==> src/rtl/huffman_bit_packer_if.sv <==
// huffman_bit_packer_if
//   Avalon-MM read-only slave bus between the host and the bit packer.
//   Signals:
//     chipselect  host -> packer  slave select
//     read        host -> packer  read strobe
//     address     host -> packer  register select (2 bits)
//     readdata    packer -> host  registered read data (32 bits)
//     word_ready  packer -> host  FIFO holds at least one word
//   Modports: master (host side), slave (packer side).
interface huffman_bit_packer_if;
  logic        chipselect;
  logic        read;
  logic [1:0]  address;
  logic [31:0] readdata;
  logic        word_ready;

  modport master (
    output chipselect, read, address,
    input  readdata, word_ready
  );

  modport slave (
    input  chipselect, read, address,
    output readdata, word_ready
  );
endinterface

==> src/rtl/huffman_bit_packer.sv <==
// huffman_bit_packer
//   Collects the serial Huffman bitstream MSB-first into 32-bit words and
//   queues them, with their valid-bit count, in a small FIFO that the host
//   drains over an Avalon-MM read port. A flush pulse closes a message by
//   pushing the partial word left-aligned and zero-padded.
//   Ports:
//     clock      sole clock, rising edge
//     reset      synchronous active-high reset
//     bit_in     coded bit
//     bit_valid  bit_in valid this cycle
//     flush      closes the current word
//     bus        huffman_bit_packer_if.slave (chipselect/read/address/
//                readdata/word_ready)
//   Register map: 0 DATA (pop), 1 STATUS, 2 BITCNT, 3 reads 0.
//   Optional feature macro: HUFFMAN_PACKER_BITCOUNT_EN enables the
//   saturating, clear-on-read 32-bit count of received bits at address 2.
module huffman_bit_packer #(
  parameter int FIFO_DEPTH = 16,
  parameter int LVL_W      = $clog2(FIFO_DEPTH) + 1
) (
  input  logic                  clock,
  input  logic                  reset,
  input  logic                  bit_in,
  input  logic                  bit_valid,
  input  logic                  flush,
  huffman_bit_packer_if.slave   bus
);

  localparam int PTR_W = LVL_W - 1;

  // Packer state: shreg holds bit_cnt bits right-aligned.
  logic [31:0] shreg;
  logic [5:0]  bit_cnt;

  // FIFO storage and bookkeeping.
  logic [31:0]      mem_word [FIFO_DEPTH];
  logic [5:0]       mem_cnt  [FIFO_DEPTH];
  logic [PTR_W-1:0] rd_ptr;
  logic [PTR_W-1:0] wr_ptr;
  logic [LVL_W-1:0] level;
  logic             ovf;

  logic [31:0] bits_now;
  logic [5:0]  pend_cnt;
  logic [5:0]  shamt;
  logic        word_full;
  logic        push_req;
  logic [31:0] push_word;
  logic        empty;
  logic        full;
  logic        rd_en;
  logic        pop;
  logic        push_ok;
  logic [31:0] status;
  logic [31:0] bitcnt_val;

  // Packer next-state view: the bits and count including this cycle's bit,
  // so a flush arriving together with a bit still includes that bit.
  always_comb begin
    bits_now  = bit_valid ? {shreg[30:0], bit_in} : shreg;
    pend_cnt  = bit_cnt + {5'd0, bit_valid};
    shamt     = 6'd32 - pend_cnt;
    word_full = bit_valid && (bit_cnt == 6'd31);
    push_req  = word_full || (flush && (pend_cnt != 6'd0));
    push_word = bits_now << shamt;
  end

  assign empty = (level == '0);
  assign full  = (level == LVL_W'(FIFO_DEPTH));
  assign rd_en = bus.chipselect && bus.read;
  assign pop   = rd_en && (bus.address == 2'd0) && !empty;
  // A pop frees a slot in the same cycle, so a push at full still lands.
  assign push_ok = push_req && (!full || pop);

  assign bus.word_ready = !empty;

  // Packer shift register and bit counter; any push empties the packer.
  always_ff @(posedge clock) begin
    if (reset) begin
      shreg   <= '0;
      bit_cnt <= '0;
    end else if (push_req) begin
      shreg   <= '0;
      bit_cnt <= '0;
    end else if (bit_valid) begin
      shreg   <= bits_now;
      bit_cnt <= pend_cnt;
    end
  end

  // FIFO storage is not reset; the level counter alone says what is valid.
  always_ff @(posedge clock) begin
    if (push_ok) begin
      mem_word[wr_ptr] <= push_word;
      mem_cnt[wr_ptr]  <= pend_cnt;
    end
  end

  // Pointers and fill level; a dropped push sets the sticky overflow flag,
  // which a STATUS read clears unless a new overflow happens that cycle.
  always_ff @(posedge clock) begin
    if (reset) begin
      rd_ptr <= '0;
      wr_ptr <= '0;
      level  <= '0;
      ovf    <= 1'b0;
    end else begin
      if (push_ok) wr_ptr <= wr_ptr + 1'b1;
      if (pop)     rd_ptr <= rd_ptr + 1'b1;
      if (push_ok && !pop)      level <= level + 1'b1;
      else if (pop && !push_ok) level <= level - 1'b1;
      if (push_req && !push_ok)                     ovf <= 1'b1;
      else if (rd_en && (bus.address == 2'd1))      ovf <= 1'b0;
    end
  end

`ifdef HUFFMAN_PACKER_BITCOUNT_EN
  logic [31:0] bitcnt_total;

  // Saturating received-bit counter; a read clears it but still counts a
  // bit arriving in the same cycle.
  always_ff @(posedge clock) begin
    if (reset) begin
      bitcnt_total <= '0;
    end else if (rd_en && (bus.address == 2'd2)) begin
      bitcnt_total <= {31'd0, bit_valid};
    end else if (bit_valid && (bitcnt_total != 32'hFFFF_FFFF)) begin
      bitcnt_total <= bitcnt_total + 32'd1;
    end
  end

  assign bitcnt_val = bitcnt_total;
`else
  assign bitcnt_val = 32'd0;
`endif

  // STATUS word assembled from live FIFO state.
  always_comb begin
    status              = '0;
    status[31]          = ovf;
    status[30]          = full;
    status[29]          = empty;
    status[21:16]       = empty ? 6'd0 : mem_cnt[rd_ptr];
    status[LVL_W-1:0]   = level;
  end

  // Registered read data, held between reads.
  always_ff @(posedge clock) begin
    if (reset) begin
      bus.readdata <= '0;
    end else if (rd_en) begin
      case (bus.address)
        2'd0:    bus.readdata <= empty ? 32'd0 : mem_word[rd_ptr];
        2'd1:    bus.readdata <= status;
        2'd2:    bus.readdata <= bitcnt_val;
        default: bus.readdata <= 32'd0;
      endcase
    end
  end

endmodule

==> src/flat_wrapper.sv <==
// flat-port wrapper written by rule: the top's interface ports become plain ports
module huffman_bit_packer_flat 
#(
  parameter int FIFO_DEPTH = 16,
  parameter int LVL_W      = $clog2(FIFO_DEPTH) + 1
)
  (clock, reset, bit_in, bit_valid, flush, bus_chipselect, bus_read, bus_address, bus_readdata, bus_word_ready);
  huffman_bit_packer_if bus_i ();
  input  logic clock;
  input  logic reset;
  input  logic bit_in;
  input  logic bit_valid;
  input  logic flush;
  input wire logic [$bits(bus_i.chipselect)-1:0] bus_chipselect;
  input wire logic [$bits(bus_i.read)-1:0] bus_read;
  input wire logic [$bits(bus_i.address)-1:0] bus_address;
  output wire logic [$bits(bus_i.readdata)-1:0] bus_readdata;
  output wire logic [$bits(bus_i.word_ready)-1:0] bus_word_ready;
  assign bus_i.chipselect = bus_chipselect;
  assign bus_i.read = bus_read;
  assign bus_i.address = bus_address;
  assign bus_readdata = bus_i.readdata;
  assign bus_word_ready = bus_i.word_ready;
  huffman_bit_packer #(.FIFO_DEPTH(FIFO_DEPTH), .LVL_W(LVL_W)) u_core (.clock(clock), .reset(reset), .bit_in(bit_in), .bit_valid(bit_valid), .flush(flush), .bus(bus_i));
endmodule
==> config.mk <==
export PLATFORM = sky130hd
export DESIGN_NAME = huffman_bit_packer_flat
export DESIGN_NICKNAME = d
export VERILOG_FILES = /design/src/rtl/huffman_bit_packer_if.sv /design/src/rtl/huffman_bit_packer.sv /design/src/flat_wrapper.sv
export SDC_FILE = /design/constraint.sdc
export NUM_CORES = 1
export LEC_CHECK = 0
export BUFFER_PORTS_ARGS = -buffer_cell sky130_fd_sc_hd__buf_2
export CAP_MARGIN = 10
export CORE_ASPECT_RATIO = 1.4
export CORE_MARGIN = 5
export CORE_UTILIZATION = 55
export CTS_CLUSTER_DIAMETER = 50
export DETAILED_ROUTE_END_ITERATION = 7
export PLACE_DENSITY = 0.71
export SYNTH_ARGS = -nofsm -noshare
export SYNTH_HDL_FRONTEND = slang
export SYNTH_SLANG_ARGS = --single-unit
==> constraint.sdc <==
create_clock -name clock -period 8.6 [get_ports clock]
set_input_delay 1.72 -clock clock [delete_from_list [all_inputs] [get_ports clock]]
set_output_delay 1.72 -clock clock [all_outputs]
set_load 0.01 [all_outputs]
==> results.cfg, run 1 <==
[min_path]
hold_path_class = register to register

[route]
wl_um = 65800
first_iter_violations = 1418
ant_nets = 0
dr.pass1.iters = 5
wire_per_inst_um = 28.7
drc = 0
viasPerCell = 6.37
vias = 14600

[outcome]
status = finished, final reports clean

[power]
total_leakage_power_nw = 9.95
power_mw = 7.04
power-per-cell-area_nw_per_um2 = 221
peakVddDrop_v = 0.000195

[logic_synthesis]
yosysWarnings = 0
postSynthCellCount = 1521
synthFlopType = edfxtp_1
ys_types = 56
ys_ff_latch = 696
syn_avg_cell_area_um2 = 18.9
synth_edf_count = 608
synth_fp_nets = 1544
synth_seq_area_share = 0.696
async_flop_share = 0
synthesis.area_um2 = 28800

[global_route]
grt_use_total = 0.234
gr-total-overflow = 0
grt_pass1_wl_um = 98300
antenna_found_initial = 1
grt_pass1_vias = 15000
grt_max_degree = 78

[flow_run]
max_cap_violations = 0

[critical_path]
critPathMaxStageDelay_ps = 830
r2r-start = u_core.bit_cnt[0]$_SDFFE_PP0P_
path_common_cell = mux2_2
path_cells = buf_4 -> ha_2 -> ha_1 -> inv_1 -> ha_1 -> inv_2 -> mux2_2 -> mux2_2 -> mux2_2 -> o22ai_1
slowest_stage = o22ai_1
path_class = input port to register
r2r_setup_slack_ps = 3980
cp.required_ps = 8830
cp_max_fo = 26
cp-end-kind = register
endpoint = u_core.mem_word[14][29]$_DFFE_PP_
cp-start-kind = input port
r2r_cells = 9
crit_start = bit_valid
cp.arrival_ps = 5880
timing.rr.end = u_core.mem_word[14][29]$_DFFE_PP_

[cts]
numCtsBuffers = 67
cts_resized = 0
cts-root-buf = clkbuf_16
h-tree-depth = 3
clkTransAtPathRegs_ps = 60
clock_latency_ps = 600
postCtsSetupRepairBufs = 0
cts_hold_buffers = 0
ctsLongestPathBuffers = 3
clock-sinks = 696
cts_tree = yes

[die]
die_area_um2 = 57000
dieHeight_um = 281
io-pin-count = 42
initial_core_util = 0.553
core_area_um2 = 52000
fp-row-count = 99
fp.dieW_um = 203

[timing]
finClkSkew_ps = 28.9
hold_viol = 0
setup_violations = 0
tns_ps = 0
rsz0062_at_grt = false
timing.fmax_mhz = 177
worstMarginPinSlew_ps = 1270
slew_violations = 0
layout_min_cycle_time_ps = 5650
fin_crit_sh = 0.657
relSlewSlack = 0.155

[finish]
layout-drive-gt1-share = 0.281
syn_to_final_growth_pct = 10.8
layout_common_cells = edfxtp_1 (608), mux4_2 (196), nor2_1 (125), mux2i_1 (96), dfxtp_1 (84)
final_common_cell = edfxtp_1
final_nets = 1607
antennaDiodeCount = 0

[placed_design]
gp_congestion = 0.879
place_hpwl_um = 38600
io_buffer_count = 41
[report_power, final]
group / leakage [nW] / total, mW / internal [mW] / switching, mW
clock network: 1.01 / 2.79 / 1.56 / 1.22
registers: 6.00 / 3.75 / 3.72 / 0.0342
logic: 2.94 / 0.505 / 0.207 / 0.297
total: 9.95 / 7.04 / 5.49 / 1.55
[through the flow]
step / hold slack [ps] / std cells / setup WS (ps) / cell area, um2 / util
after floorplan: 431 / 1521 / 1800 / 28800 / -
after global placement: 439 / 2170 / 2650 / 29800 / 0.573
after detailed placement: 450 / 2170 / 2440 / 29800 / 0.573
after CTS: 457 / 2293 / 3050 / 31900 / 0.613
after global routing: 483 / 2294 / 2630 / 31900 / 0.613
final: 454 / 2294 / 2950 / 31900 / 0.613
[worst max-delay path: cells and delay by family]
kind            cells  cell delay (ps)
buf+inv             3              750
compound gates      1              830
fa+ha+maj           3             1590
mux                 3              970
[layout make-up]
cell class	count	area [um2]
flip-flops and latches	696	20000
clock buffers	94	1870
well taps	656	821
multi-input cells	715	8300
clock inverters	29	209
inverters	13	48.8
repair buffers	91	596
fillers	3669	20200
[synth_stat cells, types with 13 or more instances]
cell | instances | area (um2)
edfxtp_1 | 608 | 18300
mux4_2 | 196 | 4410
nor2_1 | 137 | 514
mux2i_1 | 96 | 961
dfxtp_1 | 88 | 1760
mux2_2 | 41 | 462
nand2_1 | 38 | 143
buf_2 | 31 | 155
clkbuf_1 | 31 | 116
a21oi_1 | 27 | 135
a22oi_1 | 22 | 165
nor3_1 | 20 | 100
buf_4 | 15 | 113
ha_1 | 13 | 163
[worst min path at each step]
stage / start / cells past startpoint / slack (ps) / end
2_1_floorplan: u_core.ovf$_SDFFE_PP0P_ / 2 / 430 / u_core.ovf$_SDFFE_PP0P_
3_3_place_gp: u_core.bus.readdata[19]$_SDFFE_PP0N_ / 2 / 440 / u_core.bus.readdata[19]$_SDFFE_PP0N_
3_5_place_dp: u_core.bus.readdata[19]$_SDFFE_PP0N_ / 2 / 450 / u_core.bus.readdata[19]$_SDFFE_PP0N_
4_1_cts: u_core.bus.readdata[19]$_SDFFE_PP0N_ / 2 / 460 / u_core.bus.readdata[19]$_SDFFE_PP0N_
5_1_grt: u_core.bus.readdata[20]$_SDFFE_PP0N_ / 2 / 480 / u_core.bus.readdata[20]$_SDFFE_PP0N_
6_report: u_core.bus.readdata[19]$_SDFFE_PP0N_ / 2 / 450 / u_core.bus.readdata[19]$_SDFFE_PP0N_
[registers in the layout (all words and copies together) (netlist names), named ones only]
signal,count
u_core.wr_ptr,4
u_core.bit_cnt,6
u_core.mem_cnt,96
u_core.rd_ptr,4
u_core.ovf,1
u_core.bus.readdata,32
u_core.shreg,32
u_core.level,5
u_core.mem_word,512
[metal layers]
metal  GRT usage  wire length, um  vias to the layer above  share of wire
met5           0               19                        -        0.00029
met1       0.313            25800                     7691           0.39
met2       0.404            34100                      506           0.52
met4      0.0718             1860                        2          0.028
met3      0.0365             3970                      115          0.060
li1            -                -                     6305              -
[logic make-up after synthesis]
kind of cell | after synthesis | synth area share
AO/OA/AOI/OAI | 113 | 0.0281
flip-flops | 696 | 0.696
buffers and inverters | 110 | 0.0208
adder cells (fa/ha/maj) | 14 | 0.00635
AND/OR/NAND/NOR | 231 | 0.0342
XOR/XNOR | 20 | 0.00796
multiplexers | 337 | 0.207
No activity file was read; power rests on OpenSTA's default activity.
==> run 2: changes to the inputs <==
- ABC_AREA: unset -> 1
- clock period: 8.6 -> 5.7 ns (I/O delays scaled with it)
==> run 2 against run 1 <==
Effect of this change:
- clock power grew 47%
- die area is 3.3% higher
- area after synthesis rose by 3.4%
- global-route usage increased by 1.3 points
- synthesized cell count grew 87%
- highest routed layer is now met4
- design area rose by 2.9%
- power up 65%
- critical path depth is 14 higher
- setup slack got worse by 1400 ps
==> results.cfg, run 2 <==
[outcome]
status = finished, final reports clean

[timing]
finClkSkew_ps = 16.5
rsz0062_at_grt = false
layout_min_cycle_time_ps = 4180
tns_ps = 0
relSlewSlack = 0.248
slew_violations = 0
setup_violations = 0
worstMarginPinSlew_ps = 1120
hold_viol = 0
fin_crit_sh = 0.733
worst_slack_ps = 1520
timing.fmax_mhz = 239

[die]
fp-row-count = 100
die_area_um2 = 58900
core_area_um2 = 53400
dieHeight_um = 285
fp.dieW_um = 207
io-pin-count = 42
initial_core_util = 0.557

[route]
first_iter_violations = 2039
viasPerCell = 5.78
dr.pass1.iters = 6
ant_nets = 0
drc = 0
wl_um = 72800
vias = 20800
wire_per_inst_um = 20.2

[global_route]
gr-total-overflow = 0
grt_use_total = 0.248
grt_max_degree = 166
antenna_found_initial = 0
grt_pass1_vias = 20300
grt_pass1_wl_um = 113000

[logic_synthesis]
synth_most_common_cell = edfxtp_1
ys_ff_latch = 696
synth_common_cells = edfxtp_1 (608), nand2_1 (543), nor2_1 (418)
synthesis.area_um2 = 29700
yosysWarnings = 0
ys_types = 40
synth.area.top_cells = edfxtp_1 (61%), nand2_1 (6.9%), dfxtp_1 (5.9%), nand3_1 (5.5%), nor2_1 (5.3%)
syn_avg_cell_area_um2 = 10.5
synthFlopType = edfxtp_1
synth_seq_area_share = 0.673
postSynthCellCount = 2840
synth_edf_count = 608
async_flop_share = 0
synth_fp_nets = 2863
yosysTopAreaCellShare = 0.614
synth_area_leader_cell = edfxtp_1

[finish]
largest_reg_flops = 512
top_regs = u_core.mem_word (512), u_core.mem_cnt (96)
nFillCells = 4192
final_common_cell = edfxtp_1
antennaDiodeCount = 0
layout-drive-gt1-share = 0.0881
largest-register = u_core.mem_word
layout_common_cells = edfxtp_1 (608), nand2_1 (543), nor2_1 (402), nand3_1 (324), o21ai_0 (289)
final_nets = 2854
syn_to_final_growth_pct = 10.3
stdcell_area_um2 = 32800

[cts]
ctsLongestPathBuffers = 3
h-tree-depth = 3
cts-root-buf = clkbuf_16
clkTransAtPathRegs_ps = 60
cts_tree = yes
clock-sinks = 696
clock_latency_ps = 610
numCtsBuffers = 66
postCtsSetupRepairBufs = 0
cts_resized = 0
cts_hold_buffers = 0

[critical_path]
path_cells = buf_2 -> ha_1 -> ha_1 -> buf_4 -> inv_1 -> ha_1 -> inv_1 -> nor2_2 -> nand3_1 -> o21ai_1 -> nand2_1 -> nand2_1 -> inv_2 -> ha_1 -> inv_1 -> fa_1 -> a21oi_1 -> nor2_1 -> nor2_1 -> nor2_1 -> nor2_1 -> nand2_1 -> o21ai_0 -> a21oi_1
cp_max_fo = 18
cp-end-kind = register
cp-start-kind = input port
cp.arrival_ps = 4670
path_class = input port to register
cp.required_ps = 6190
slowest_stage = fa_1
critPathMaxStageDelay_ps = 410

[placed_design]
place_hpwl_um = 42400
dpl_cell_area_um2 = 30800
preCtsSetupSlack_ps = 918
io_buffer_count = 41
gp_congestion = 0.884

[min_path]
hold_path_class = register to register

[power]
power_mw = 11.6
peakVddDrop_v = 0.000300
power-per-cell-area_nw_per_um2 = 353
total_leakage_power_nw = 12.1

[flow_run]
max_cap_violations = 0
## run 2: area by class of cell
type,count,area (um2),area share
multi-input combinational,1816,8490,0.259
inverter,153,587,0.0179
timing repair buffer,98,796,0.0243
sequential,696,20000,0.610
clock inverter,23,208,0.00633
tap,714,893,0.0272
clock buffer,96,1800,0.0550
## run 2: critical path, delay by kind of cell
family / cells / cell delay, ps
compound gates: 4 / 470
simple gates: 9 / 1010
buf+inv: 6 / 800
fa+ha+maj: 5 / 1270
## run 2: path summary, 6_finish.rpt
check                                                     startpoint                                   end  slack, ps  cells past startpoint
worst max-delay path                                       bit_valid          u_core.level[4]$_SDFFE_PP0P_       1520                     24
worst min-delay path            u_core.bus.readdata[19]$_SDFFE_PP0N_  u_core.bus.readdata[19]$_SDFFE_PP0N_        460                      2
worst max register to register        u_core.bit_cnt[0]$_SDFFE_PP0P_          u_core.level[4]$_SDFFE_PP0P_       1830                     23
worst min register to register  u_core.bus.readdata[19]$_SDFFE_PP0N_  u_core.bus.readdata[19]$_SDFFE_PP0N_        460                      2
## run 2: through the flow
stage,hold WS [ps],utilization,cells
floorplan,436,-,2840
global placement,454,0.577,3477
detailed placement,457,0.577,3477
CTS,466,0.614,3596
global route,477,0.614,3596
finish,463,0.614,3596
## run 2: logic make-up after synthesis
logic type | after synthesis | share of synthesized area
compound gates | 459 | 0.0859
xor+xnor | 5 | 0.00173
fa+ha+maj | 14 | 0.00614
buf+inv | 328 | 0.0454
flops | 696 | 0.673
simple gates | 1338 | 0.188
## run 2: power by group
group | total, mW | leakage (nW) | internal [mW] | switching (mW)
clock network | 4.11 | 0.958 | 2.24 | 1.88
registers | 5.96 | 6.34 | 5.90 | 0.0601
logic | 1.52 | 4.78 | 0.381 | 1.14
## run 2: metal layers
layer	vias to the layer above	part of all wire	GRT usage
met5	-	0	0
met4	0	0.037	0.0965
met3	146	0.070	0.0350
met2	790	0.50	0.417
met1	10000	0.39	0.327
li1	9788	-	-
==> run 3: changes to the inputs <==
- clock period: 5.7 -> 4.3 ns (I/O delays scaled with it)
==> run 3 against run 2 <==
Effect of this change:
- critical path depth shrank 1
- sequential cell count did not move
- non-clock buffer count is 30 higher
- via count up 1.5%
- first-iteration DRC count shrank 13%
- die area did not move
- global-route usage is 0.29 points higher
- setup slack lost 730 ps
- clock skew up 8.5 ps
- clock power is 41% higher
- critical path type unchanged
- critical endpoint unchanged
- largest cell class unchanged
==> results.cfg, run 3 (synthesis results as in run 2) <==
[outcome]
status = finished, final reports clean

[cts]
cts_tree = yes
clock-sinks = 696
ctsLongestPathBuffers = 3
clock_latency_ps = 620
h-tree-depth = 3
postCtsSetupRepairBufs = 0
cts_hold_buffers = 0
cts-root-buf = clkbuf_16
numCtsBuffers = 67
cts_resized = 0
clkTransAtPathRegs_ps = 60

[die]
core_area_um2 = 53400
initial_core_util = 0.557
dieHeight_um = 285
fp.dieW_um = 207
io-pin-count = 42
fp-row-count = 100
die_area_um2 = 58900

[critical_path]
path_cells = buf_2 -> ha_1 -> ha_1 -> inv_1 -> ha_1 -> inv_1 -> nor2_2 -> nand3_1 -> o21ai_1 -> nand2_1 -> nand2_1 -> inv_2 -> ha_1 -> inv_1 -> ha_1 -> a21oi_1 -> nor2_1 -> nor2_1 -> nor2_1 -> nor2_1 -> nand2_1 -> o21ai_0 -> a21oi_1
path_common_cell = ha_1
path_class = input port to register
slowest_stage = ha_1
cp_max_fo = 4
cp.arrival_ps = 4010
worst-path-buf-inv = 5
critPathMaxStageDelay_ps = 300
critPathTopFamily = adder cells
cp-start-kind = input port
cp-end-kind = register
cp.required_ps = 4800

[timing]
rsz0062_at_grt = false
worstMarginPinSlew_ps = 1140
fin_crit_sh = 0.817
hold-worst-slack_ps = 467
layout_min_cycle_time_ps = 3510
setup_violations = 0
worst_slack_ps = 786
timing.fmax_mhz = 285
finClkSkew_ps = 24.9
slew_violations = 0
relSlewSlack = 0.237
hold_viol = 0

[finish]
stdcell_area_um2 = 33200
layout_common_cells = edfxtp_1 (608), nand2_1 (543), nor2_1 (402), nand3_1 (324), o21ai_0 (289)
multi_input_area_um2 = 8490
antennaDiodeCount = 0
layout-drive-gt1-share = 0.101
final_common_cell = edfxtp_1
nFillCells = 4203
final_nets = 2885
largest-register = u_core.mem_word
syn_to_final_growth_pct = 11.6
seq_area_um2 = 20000
final_cells = 3627
largest_reg_flops = 512
top_regs = u_core.mem_word (512), u_core.mem_cnt (96)

[global_route]
grt_pass1_wl_um = 114000
antenna_found_initial = 0
grt_pass1_vias = 20400
grt_max_degree = 162
gr-total-overflow = 0
grt_use_total = 0.251

[route]
vias = 21100
first_iter_violations = 1783
wire_per_inst_um = 20.4
viasPerCell = 5.81
dr.pass1.iters = 6
ant_nets = 0
wl_um = 74100
drc = 0

[power]
power-per-cell-area_nw_per_um2 = 475
total_leakage_power_nw = 12.3
peakVddDrop_v = 0.000282
power_mw = 15.8

[placed_design]
place_hpwl_um = 43600
io_buffer_count = 41
dp_cells = 3507
preCtsSetupSlack_ps = 125
gp_congestion = 0.914
dpl_cell_area_um2 = 31000

[min_path]
hold_path_class = register to register

[flow_run]
max_cap_violations = 0
[run 3: layout make-up]
type / instances / area share
inverter: 153 / 0.0178
sequential: 696 / 0.603
multi-input combinational: 1816 / 0.256
clock inverter: 26 / 0.00844
clock buffer: 94 / 0.0570
timing repair buffer: 128 / 0.0307
tap: 714 / 0.0269
[run 3: tightest hold or removal path, stage by stage (launching register included)]
cell     delay [ps]
dfxtp_1         310
nand2_1          60
a21oi_1          60
[run 3: worst paths after layout]
path                            cells past startpoint  slack [ps]                                    to                                  from
worst min-delay path                                2         470  u_core.bus.readdata[13]$_SDFFE_PP0N_  u_core.bus.readdata[13]$_SDFFE_PP0N_
worst max register to register                     22         840          u_core.level[4]$_SDFFE_PP0P_        u_core.bit_cnt[0]$_SDFFE_PP0P_
worst max-delay path                               23         790          u_core.level[4]$_SDFFE_PP0P_                             bit_valid
worst min register to register                      2         470  u_core.bus.readdata[13]$_SDFFE_PP0N_  u_core.bus.readdata[13]$_SDFFE_PP0N_
[run 3: power breakdown]
group	total (mW)	internal, mW	leakage [nW]	switching, mW
registers	7.89	7.82	6.34	0.0719
clock network	5.79	3.34	1.06	2.45
logic	2.07	0.550	4.94	1.52
total	15.8	11.7	12.3	4.05
[run 3: through the flow]
| step | util | TNS [ps] |
|---|---|---|
| finish | 0.621 | 0 |
| global route | 0.621 | 0 |
| CTS | 0.621 | 0 |
| detailed placement | 0.581 | 0 |
| global placement | 0.581 | 0 |
| floorplan | - | -94260 |
[run 3: per-layer routing]
metal	track usage	share of wire	wire length [um]
met5	0	0	0
met4	0.0884	0.030	2220
met3	0.0352	0.072	5320
met2	0.427	0.50	37300
met1	0.330	0.39	29200
